$ cat config.mk
export PLATFORM = sky130hd
export DESIGN_NAME = instr_fetch
export DESIGN_NICKNAME = d
export VERILOG_FILES = /design/src/rtl/fetch_pkg.sv /design/src/rtl/if_hold_buffer.sv /design/src/rtl/instr_fetch.sv
export SDC_FILE = /design/constraint.sdc
export NUM_CORES = 1
export LEC_CHECK = 0
export ABC_AREA = 1
export CAP_MARGIN = 40
export CORE_AREA = 2 2 121 123
export DETAILED_ROUTE_END_ITERATION = 16
export DIE_AREA = 0 0 123 125
export GPL_TIMING_DRIVEN = 0
export PLACE_DENSITY_LB_ADDON = 0.05
export SETUP_SLACK_MARGIN = 0.05
export SLEW_MARGIN = 30
export SYNTH_ARGS = -nofsm -noshare
export SYNTH_HDL_FRONTEND = slang
export SYNTH_HIERARCHICAL = 1
export SYNTH_SLANG_ARGS = --single-unit
$ cat constraint.sdc
create_clock -name clk -period 5 [get_ports clk]
set_input_delay 1 -clock clk [delete_from_list [all_inputs] [get_ports clk]]
set_output_delay 1 -clock clk [all_outputs]
set_load 0.01 [all_outputs]
$ cat src/rtl/fetch_pkg.sv
// Shared types and constants for the instruction-fetch stage.
// Imported by instr_fetch and if_hold_buffer.
package fetch_pkg;

    localparam int INSTR_W = 32;
    localparam logic [INSTR_W-1:0] NOP_INSTR = 32'h0;

    typedef enum logic [1:0] {
        EMPTY,
        RUN,
        HOLD
    } state_t;

    function automatic logic [31:0] align_pc(input logic [31:0] pc);
        return {pc[31:2], 2'b00};
    endfunction

endpackage

$ cat src/rtl/if_hold_buffer.sv
// Capture register for a stalled imem response, with a bypass mux
// that forwards the live memory data whenever nothing is held.
module if_hold_buffer
    import fetch_pkg::*;
(
    input  logic               clk,
    input  logic               rst,
    input  logic               capture,
    input  logic               clear,
    input  logic [INSTR_W-1:0] din,
    input  logic [INSTR_W-1:0] live,
    output logic [INSTR_W-1:0] dout,
    output logic               held
);

    logic [INSTR_W-1:0] data;

    always_ff @(posedge clk) begin
        if (rst || clear) begin
            data <= NOP_INSTR;
            held <= 1'b0;
        end else if (capture) begin
            data <= din;
            held <= 1'b1;
        end
    end

    assign dout = held ? data : live;

endmodule

$ cat src/rtl/instr_fetch.sv
// Instruction-fetch stage over a 1-cycle synchronous instruction memory.
// Stalls park the in-flight response in a hold buffer; redirects squash.
module instr_fetch
    import fetch_pkg::*;
#(
    parameter logic [31:0] RESET_PC = 32'h0000_0000
) (
    input  logic               clk,
    input  logic               rst,
    input  logic               stall,
    input  logic               redirect,
    input  logic [31:0]        redirect_pc,
    output logic               imem_en,
    output logic [31:0]        imem_addr,
    input  logic [INSTR_W-1:0] imem_rdata,
    output logic               if_valid,
    output logic [31:0]        if_pc,
    output logic [31:0]        if_pc_plus4,
    output logic [INSTR_W-1:0] if_instr
);

    state_t      state, state_n;
    logic [31:0] fetch_pc, fetch_n;
    logic [31:0] resp_pc, resp_n;
    logic        capture, clear, held;
    logic [INSTR_W-1:0] buf_out;

    if_hold_buffer u_hold (
        .clk     (clk),
        .rst     (rst),
        .capture (capture),
        .clear   (clear),
        .din     (imem_rdata),
        .live    (imem_rdata),
        .dout    (buf_out),
        .held    (held)
    );

    always_ff @(posedge clk) begin
        if (rst) begin
            state    <= EMPTY;
            fetch_pc <= RESET_PC;
            resp_pc  <= RESET_PC;
        end else begin
            state    <= state_n;
            fetch_pc <= fetch_n;
            resp_pc  <= resp_n;
        end
    end

    always_comb begin
        state_n = state;
        fetch_n = fetch_pc;
        resp_n  = resp_pc;
        capture = 1'b0;
        clear   = 1'b0;
        if (redirect) begin
            fetch_n = align_pc(redirect_pc);
            state_n = EMPTY;
            clear   = 1'b1;
        end else begin
            unique case (state)
                EMPTY: begin
                    resp_n  = fetch_pc;
                    fetch_n = fetch_pc + 32'd4;
                    state_n = RUN;
                end
                RUN: begin
                    if (stall) begin
                        capture = 1'b1;
                        state_n = HOLD;
                    end else begin
                        resp_n  = fetch_pc;
                        fetch_n = fetch_pc + 32'd4;
                    end
                end
                HOLD: begin
                    if (!stall) begin
                        resp_n  = fetch_pc;
                        fetch_n = fetch_pc + 32'd4;
                        clear   = 1'b1;
                        state_n = RUN;
                    end
                end
                default: state_n = EMPTY;
            endcase
        end
    end

    // A same-cycle redirect squashes the presented instruction.
    assign if_valid    = (state != EMPTY) && !redirect;
    assign if_instr    = if_valid ? buf_out : NOP_INSTR;
    assign if_pc       = resp_pc;
    assign if_pc_plus4 = resp_pc + 32'd4;
    assign imem_en     = !rst;
    assign imem_addr   = fetch_pc;

endmodule

* Yosys cells after proc, flatten, opt, wreduce, memory -nomap -nowiden
Index checks and enable logic that the tools add are counted. Widths: inputs -> output; s select.
Storage, ports and cells: register bits 99, logic and storage cells 45
Cells by class: $add $sub $neg 2, eq/ne operators 6, mux-type cells 16, bitwise gates (word level) 1, reduce and logical (&&, ||, !) cells 14
Operators with widths (number):
- $mux 32 | 5
- $pmux 32 s2 | 2
- $add 32x3->32 const B | 2
- $mux 1 | 6
- $ne 2x2->1 const B | 3
- $pmux 2 s3 | 1
- $reduce_and 2->1 | 3
- $mux 2 | 2
- $reduce_bool 2->1 | 2
- $reduce_or 2->1 | 2
- $ne 3x2->1 const B | 1
- $reduce_and 3->1 | 1
- $reduce_bool 3->1 | 1
- $eq 2x1->1 const B | 1
- $eq 2x2->1 const B | 1
- $logic_not 1->1 | 2
- $logic_not 2->1 | 1
- $logic_and 1x1->1 | 1
- $logic_or 1x1->1 | 1
- $not 1->1 | 1

* Longest topological paths before layout
Gate-level depths: netlist of run 1.
depth in word-level cells 4, mapped depth 10, gate-level depth less buffers 10

* Cells and area by module
Netlist of run 1, hierarchy kept.
By module, submodules not included:
- instr_fetch | instances 1, cells each 705, area an instance 4460.5 µm²
- if_hold_buffer | instances 1, cells each 309, area an instance 1762.9 µm²

* Worst setup path after synthesis of run 1
Ideal clock, no wire load.
kind in2out, from in redirect, to out if_instr[10], arrival time 1.864 ns, required time 4.000 ns, path slack 2.136 ns, stages 5, path buffers 2, cells stage by stage buf_2 > nor2_1 > inv_1 > clkbuf_1 > nor2_1
Between the ends: longest elaborated chain between the ends 3
Ends and longest elaborated chain:
- start: declaration | RTL line instr_fetch.sv:11 | input logic redirect,
- $logic_not 1->1 | RTL line instr_fetch.sv:91 | assign if_valid = (state != EMPTY) && !redirect;
- $logic_and 1x1->1 | RTL line instr_fetch.sv:91
- net if_valid | RTL line instr_fetch.sv:16 | output logic if_valid,
- $mux 32 | RTL line instr_fetch.sv:92 | assign if_instr = if_valid ? buf_out : NOP_INSTR;
- end: declaration | RTL line instr_fetch.sv:19 | output logic [INSTR_W-1:0] if_instr
The timed path passes the listed nets, and every way through them passes these cells.

* Worst setup path in the final report of run 1
from in rst, to out imem_en
Between the ends: longest elaborated chain between the ends 1
Ends and longest elaborated chain:
- start: declaration | RTL line instr_fetch.sv:9 | input logic rst,
- $logic_not 1->1 | RTL line instr_fetch.sv:95 | assign imem_en = !rst;
- end: declaration | RTL line instr_fetch.sv:13 | output logic imem_en,
No other way between the ends.

==> flow_summary.yaml, run 1 <==
logic_synthesis:
  synthDominantCellAreaShare_pct: 30.56
  syn_area_per_cell_sq_um: 6.138
  synth_edf_count: 0
  yosys_warnings: 6
  syn_area_sq_mm: 0.006223
  synth_seq_cells: 95
  ys_types: 40
  synth_cells: 1014
  yosys.cell_count.top_type: "nand2_1"
  synth_top_cell_by_area: "dfxtp_1"
  synth_top_flop_cell: "dfxtp_1"
  synth_area_leaders: "dfxtp_1, nand2_1, nor2_1, inv_1, a21oi_1"
  synth_async_sr_flop_share_pct: 0
  yosysSeqAreaShare_pct: 30.56
  yosys-top-cells-count: "nand2_1, nor2_1, inv_1"
clock_tree:
  clkLatencyLatePin_ps: 350
  cts_buffer_depth: 2
  clock_sinks: 95
  cts_hold_buf: 0
  cts_tree: "built"
  numCtsBuffers: 9
  cts_resized: 0
  ctsHtreeMaxLevel: 3
  clk_pin_slew_ps: 60
  postCtsSetupBuffers: 0
  clockRootBuffer: "clkbuf_16"
worst_setup_path:
  worstSetupStartpointType: "primary input"
  crit_chain: "clkdlybuf4s50_1, clkbuf_1, inv_1, clkbuf_1, clkdlybuf4s50_1"
  worstSetupPathType: "primary input to output port"
  slowest_stage: "clkdlybuf4s50_1"
  worst-path-buf-inv: 5
  crit_fanout: 10
  cp.arrival_ps: 3110
  worstPathRequired_ps: 4000
  cp_slowest_stage_delay_ps: 550
  end_kind: "output port"
  cp_top_family: "buffers and inverters"
pwr:
  p_leak_uw: 0.003637
  pwr-share-seq_pct: 42.5
  ir_drop_mv: 0.1883
  power_density_mw_per_mm2: 237.8
  p_sw_share_pct: 30.25
  power.internal_uw: 1435
  comb_power_share_pct: 24.1
  clkPwrFrac_pct: 33.3
  p_sw_uw: 622.3
route:
  ant_nets: 0
  wl_per_cell_um: 14.04
  dr_wl_met2_mm: 9.047
  dr.pass1.iters: 5
  drc_errors: 0
  wl_met1_mm: 8.964
  top_layer: "met4"
  drt-initial-drc-count: 580
  routed_via_density: 4.810
  wl_mm: 19.77
  vias: 6772
  met3_length_mm: 1.177
final_layout:
  area_growth_syn_to_layout_pct: 39.04
  final_util_pct: 60.92
  multi_input_area_sq_mm: 0.003592
  nets: 1294
  seqCellArea_sq_mm: 0.001902
  drive_gt1_share_pct: 8.258
  fillers: 1434
floorplanning:
  dieArea_sq_mm: 0.01538
  start_util_pct: 43.82
  io_pins: 198
  num_rows: 44
  dieHeight_um: 125
  die_w_um: 123
  core_sq_mm: 0.01420
sta:
  setup_violations: 0
  setup_tns_ps: 0
  fmax_mhz: 243.5
  relSlewSlack_pct: 54.14
  fin_ws_ps: 893.1
  grt_setup_unrepaired: "false"
  slew_violations: 0
  fin_worst_skew_ps: 5.471
  fin_crit_ps: 4107
  tightest_slew_ps: 687.9
  fin_crit_sh_pct: 82.14
  fin_hold_ws_ps: 468.2
  finalHoldViolations: 0
place:
  portBuffers: 189
  dp_hpwl_mm: 15.04
  place.gp.congestion: 0.8899
  place_ws_ps: 941.6
grt:
  grt_pass1_wl_mm: 31.26
  grt_pass1_vias: 6177
  antenna_found_initial: 1
  grt_overflow: 0
  gr-usage-all-layers_pct: 25.74
  grt_max_degree: 16
run_status:
  outcome: "completed"
min_path:
  hp-class: "flop to flop"
flow_run:
  cap_violations: 0
[routing by layer]
metal | global-route usage [%] | vias to the layer above
li1 | - | 3520
met1 | 34.04 | 2987
met2 | 42.31 | 234
met3 | 3.239 | 31
met4 | 10.23 | 0
met5 | 0 | -
[layout make-up]
type                       instances  area share (%)
clock inverter                     6          0.7085
timing repair buffer             189           21.86
buffer                            49           3.181
inverter                         126           5.466
sequential                        95           21.98
antenna                            1         0.02892
multi-input combinational        749           41.51
tap                              184           2.660
clock buffer                       9           2.603
[power groups by stage]
| stage | clock (uW) | sequential (uW) | combinational (uW) |
|---|---|---|---|
| 3_3_place_gp | 0 | 892 | 493 |
| 2_1_floorplan | 0 | 886 | 226 |
| 6_report | 686 | 875 | 497 |
| 4_1_cts | 700 | 875 | 498 |
| 5_1_grt | 735 | 882 | 544 |
| 3_5_place_dp | 0 | 891 | 495 |
[registers in the layout (all words and copies together), names as in the netlist]
signal       flops
u_hold/data     32
if_pc           30
imem_addr       30
state            2
u_hold/held      1
[layout by cell type (no fill, tap or decap), drive strengths merged, types with 2 or more instances in the layout]
cell,instances
nand4,9
nand3,46
xnor2,12
buf,31
xor2,21
clkinv,3
a22oi,6
clkdlybuf4s50,189
o211ai,2
nor3,20
a31oi,9
a21oi,48
o21ai,40
conb,6
nand2,318
inv,127
ha,7
nor2,199
clkbuf,27
dfxtp,95
[path summary, 6_finish.rpt]
path | startpoint | end | slack, ps | cells after the start
min | u_hold/data[30] | u_hold/data[30] | 470 | 2
min reg2reg | u_hold/data[30] | u_hold/data[30] | 470 | 2
max reg2reg | state[0] | imem_addr[6] | 2970 | 9
max | rst | imem_en | 890 | 5
[metrics by stage]
step | power [uW] | area, sq um | cells
global placement | 1384 | 8364 | 1392
finish | 2057 | 8653 | 1408
global route | 2162 | 8653 | 1408
CTS | 2073 | 8651 | 1407
floorplan | 1112 | 6242 | 1019
detailed placement | 1386 | 8364 | 1392
[kinds of logic (layout without fill, tap and decap cells)]
group                    Yosys count  count (layout)  synth area share [%]
AND/OR/NAND/NOR                  595             595                 41.46
buffers and inverters            175             379                 12.02
AO/OA/AOI/OAI                    108             108                 9.730
flip-flops                        95              95                 30.56
XOR/XNOR                          33              33                 4.765
adder cells (fa/ha/maj)            7               7                 1.407
other                              1               7               0.06026
[worst reg2reg max path: cells and delay by family, from the launching register on]
family,cells,cell delay (ps)
buffers and inverters,3,440
adders and majority gates,1,340
and+or+nand+nor,2,260
DFF,1,400
AOI/OAI and AO/OA,3,480
Power figures use the tool's default switching activity.
==> run 2, diff against run 1 <==
- CORE_AREA: 2 2 121 123 -> 2 2 124 126
- DIE_AREA: 0 0 123 125 -> 0 0 126 128
- clock period: 5 -> 3.7 ns (I/O delays scaled with it)
==> flow_summary.yaml, run 2 (synthesis gave the netlist of run 1 again) <==
route:
  drt-initial-drc-count: 499
  routed_via_density: 4.799
  dr.pass1.iters: 5
  wl_per_cell_um: 14.09
  ant_nets: 0
  wl_mm: 19.88
  vias: 6772
  drc_errors: 0
final_layout:
  fillers: 1542
  nets: 1294
  drive_gt1_share_pct: 8.340
  multi_input_area_sq_mm: 0.003592
  final_area_sq_mm: 0.008711
  regMostFlops: "u_hold/data"
  final_cell_mix: "nand2_1, clkdlybuf4s50_1, nor2_1"
  final_common_cell: "nand2_1"
  area_growth_syn_to_layout_pct: 39.97
  final-instance-count-excl-fill: 1411
  largest_reg_flops: 32
  insertedDiodeCount: 0
  seqCellArea_sq_mm: 0.001902
clock_tree:
  clockRootBuffer: "clkbuf_16"
  cts_resized: 0
  postCtsSetupBuffers: 0
  numCtsBuffers: 9
  clock_sinks: 95
  ctsHtreeMaxLevel: 3
  cts_hold_buf: 0
  clkLatencyLatePin_ps: 350
  cts_buffer_depth: 2
  clk_pin_slew_ps: 60
  cts_tree: "built"
grt:
  grt_pass1_vias: 6201
  met2_usage_pct: 40.86
  gr-max-usage-layer: "met2"
  grt_pass1_wl_mm: 31.44
  grt_overflow: 0
  met1_usage_pct: 32.20
  antenna_found_initial: 0
  grt_max_degree: 17
  use_met3_pct: 3.088
  gr-usage-all-layers_pct: 24.31
worst_setup_path:
  crit_fanout: 10
  worstSetupPathType: "primary input to output port"
  worst_r2r_endpoint: "imem_addr[6]"
  cp.arrival_ps: 2840
  worstSetupStartpointType: "primary input"
  r2r_start: "state[0]"
  rrSetupSlack_ps: 1690
  cp_slowest_stage_delay_ps: 520
  reg2reg_depth: 9
  end_kind: "output port"
  worstPathRequired_ps: 2960
  startpoint: "redirect"
  crit_chain: "clkdlybuf4s50_1, buf_2, nor2_1, inv_1, buf_1, nor2_1, clkdlybuf4s50_1"
  slowest_stage: "clkdlybuf4s50_1"
pwr:
  ir_drop_mv: 0.2027
  power_density_mw_per_mm2: 337.1
  p_total_uw: 2936
  p_leak_uw: 0.003661
sta:
  fin_crit_ps: 3579
  slew_violations: 0
  relSlewSlack_pct: 55.21
  setup_tns_ps: 0
  fin_crit_sh_pct: 96.74
  fin_hold_ws_ps: 469.9
  fin_worst_skew_ps: 9.265
  grt_setup_unrepaired: "true"
  fmax_mhz: 279.4
  finalHoldViolations: 0
  tightest_slew_ps: 671.8
  setup_violations: 0
floorplanning:
  num_rows: 45
  io_pins: 198
  die_w_um: 126
  dieArea_sq_mm: 0.01613
  dieHeight_um: 128
  core_sq_mm: 0.01486
  start_util_pct: 41.87
place:
  dp_cells: 1396
  dp_hpwl_mm: 15.18
  place_area_sq_mm: 0.008369
  place.gp.congestion: 0.8925
  portBuffers: 189
min_path:
  hp-class: "flop to flop"
  min_to: "u_hold/data[20]"
  hold_start: "u_hold/data[20]"
  holdPathStages: 2
run_status:
  outcome: "completed"
flow_run:
  cap_violations: 0
## run 2: cell count changes in the layout (fill, tap and decap cells not counted)
cell,before,now
clkbuf_1,17,14
clkinv_2,3,0
buf_1,0,2
diode_2,1,0
inv_6,1,2
bufinv_16,1,3
clkbuf_2,1,2
## run 2: per-layer routing
metal	part of all wire, %	vias to the layer above
met5	0	-
met4	2.0	0
met3	5.6	22
met2	46	244
met1	46	2986
li1	-	3520
## run 2: power breakdown
group	switching, uW	leakage [uW]	internal (uW)
Combinational	334	0.00272	338
Sequential	99.2	0.000779	1080
Clock	421	0.000163	662
Total	854	0.00366	2080
## run 2: worst max-delay path, delay by kind of cell
kind	cells	cell delay, ps
AND/OR/NAND/NOR	2	210
buffers and inverters	5	1880
## run 2: worst max path at each step
stage,endpoint,cells past startpoint
floorplan,if_instr[10],5
global placement,if_instr[8],7
detailed placement,if_instr[29],7
CTS,if_instr[29],7
global route,if_instr[29],7
finish,if_instr[29],7
## run 2: layout make-up
cell class	count	share of cell area (%)
Inverter	126	5.429
Sequential cell	95	21.83
Multi-Input combinational cell	749	41.24
Tap cell	188	2.700
Clock inverter	6	1.321
Buffer	49	3.174
Clock buffer	9	2.585
Timing Repair Buffer	189	21.72
## run 2: metrics by stage
stage | setup slack [ps] | utilization [%]
6_report | 120.7 | 58.60
5_1_grt | -11.50 | 58.60
4_1_cts | 109.8 | 58.59
3_5_place_dp | 110.2 | 56.30
3_3_place_gp | 72.57 | 56.30
2_1_floorplan | 1356 | -
==> run 3, diff against run 2 <==
- CELL_PAD_IN_SITES_DETAIL_PLACEMENT: unset -> 1
- CELL_PAD_IN_SITES_GLOBAL_PLACEMENT: unset -> 2
- CORE_AREA: 2 2 124 126 -> 2 2 176 178
- DIE_AREA: 0 0 126 128 -> 0 0 178 180
- PLACE_DENSITY: unset -> 0.72
- PLACE_DENSITY_LB_ADDON: 0.05 -> unset
==> flow_summary.yaml, run 3 (synthesis gave the netlist of run 1 again) <==
run_status:
  outcome: "completed"
clock_tree:
  cts_hold_buf: 0
  clock_sinks: 95
  clk_pin_slew_ps: 80
  postCtsSetupBuffers: 0
  clockRootBuffer: "clkbuf_16"
  ctsHtreeMaxLevel: 3
  cts_tree: "built"
  numCtsBuffers: 9
  cts_buffer_depth: 2
  clkLatencyLatePin_ps: 360
flow_run:
  cap_violations: 0
route:
  wl_mm: 25.95
  drc_errors: 0
  dr.pass1.iters: 4
  vias: 6860
  drt-initial-drc-count: 372
  ant_nets: 0
  routed_via_density: 4.235
  wl_per_cell_um: 16.02
final_layout:
  final_cell_mix: "nand2_1, clkdlybuf4s50_1, nor2_1"
  area_growth_syn_to_layout_pct: 43.37
  final_common_cell: "nand2_1"
  largest_reg_flops: 32
  insertedDiodeCount: 0
  final_area_sq_mm: 0.008922
  regMostFlops: "u_hold/data"
  drive_gt1_share_pct: 8.660
  nets: 1294
worst_setup_path:
  crit_chain: "clkdlybuf4s50_1, clkbuf_2, inv_1, clkbuf_1, clkdlybuf4s50_1"
  slowest_stage: "clkdlybuf4s50_1"
  crit_fanout: 10
  worstPathRequired_ps: 2960
  r2r_start: "state[0]"
  startpoint: "rst"
  cp.arrival_ps: 2720
  worstSetupStartpointType: "primary input"
  end_kind: "output port"
  cpMostUsedCell: "clkdlybuf4s50_1"
  worstSetupPathType: "primary input to output port"
  rrSetupSlack_ps: 1590
  cp_slowest_stage_delay_ps: 620
sta:
  slew_violations: 0
  tightest_slew_ps: 691.7
  grt_setup_unrepaired: "false"
  fin_crit_sh_pct: 93.40
  fmax_mhz: 289.4
  setup_violations: 0
  setup_tns_ps: 0
  finalHoldViolations: 0
  fin_worst_skew_ps: 13.03
  fin_crit_ps: 3456
  relSlewSlack_pct: 53.88
grt:
  grt_max_degree: 18
  grt_overflow: 0
  antenna_found_initial: 0
  grt_pass1_vias: 6882
  grt_pass1_wl_mm: 40.05
  gr-usage-all-layers_pct: 16.21
pwr:
  p_sw_uw: 930.7
  power.internal_uw: 1906
  power_density_mw_per_mm2: 317.9
  p_sw_share_pct: 32.81
  clkPwrFrac_pct: 33.2
  comb_power_share_pct: 24.7
  p_total_uw: 2837
  pwr-share-seq_pct: 42.1
  ir_drop_mv: 0.1773
  p_leak_uw: 0.003650
place:
  dp_hpwl_mm: 20.75
  portBuffers: 189
  place.gp.congestion: 0.8042
  place_area_sq_mm: 0.008630
floorplanning:
  io_pins: 198
  dieHeight_um: 180
  dieArea_sq_mm: 0.03204
  die_w_um: 178
  start_util_pct: 20.62
  core_sq_mm: 0.03019
  num_rows: 64
min_path:
  hp-class: "flop to flop"
  hold_start: "u_hold/data[20]"
run 3: through the flow:
stage / hold WS [ps] / cells / setup WS, ps / utilization, %
after CTS: 475.8 / 1620 / 110.7 / 29.54
after floorplan: 449.3 / 1019 / 1356 / -
after detailed placement: 464.1 / 1604 / 26.77 / 28.59
final: 472.3 / 1620 / 244.2 / 29.55
after global routing: 488.2 / 1620 / 102.5 / 29.55
after global placement: 459.1 / 1604 / 21.47 / 28.59
run 3: layout make-up:
type	count	area [sq um]
Timing Repair Buffer	189	1892
Sequential cell	95	1902
Multi-Input combinational cell	749	3592
Buffer	49	280.3
Tap cell	396	495.5
Fill cell	3857	21270
Inverter	126	473.0
Clock inverter	6	48.80
Clock buffer	10	239.0
run 3: worst paths after layout:
kind	end	cells past startpoint
worst max-delay path	imem_en	5
worst min-delay path	u_hold/data[20]	2
worst max register to register	imem_addr[6]	9
worst min register to register	u_hold/data[20]	2
run 3: worst max-delay path: cells and delay by family:
family / cells / cell delay (ps)
buf+inv: 5 / 1970
run 3: timing repair:
item,in CTS,in global routing
gates resized for setup,1,6
pin swaps,0,0
endpoints found under the setup margin,1,27
run 3: power by group through the flow:
| stage | sequential [uW] | combinational, uW | clock, uW |
|---|---|---|---|
| 2_1_floorplan | 1200 | 306 | 0 |
| 3_3_place_gp | 1220 | 699 | 0 |
| 3_5_place_dp | 1220 | 703 | 0 |
| 4_1_cts | 1200 | 708 | 980 |
| 5_1_grt | 1210 | 771 | 1020 |
| 6_report | 1200 | 700 | 942 |
run 3: metal layers:
metal	wire length, um	vias up	GRT usage, %
li1	-	3525	-
met1	13040	3167	22.97
met2	11650	160	26.29
met3	1137	8	2.728
met4	120	0	2.066
met5	0	-	0
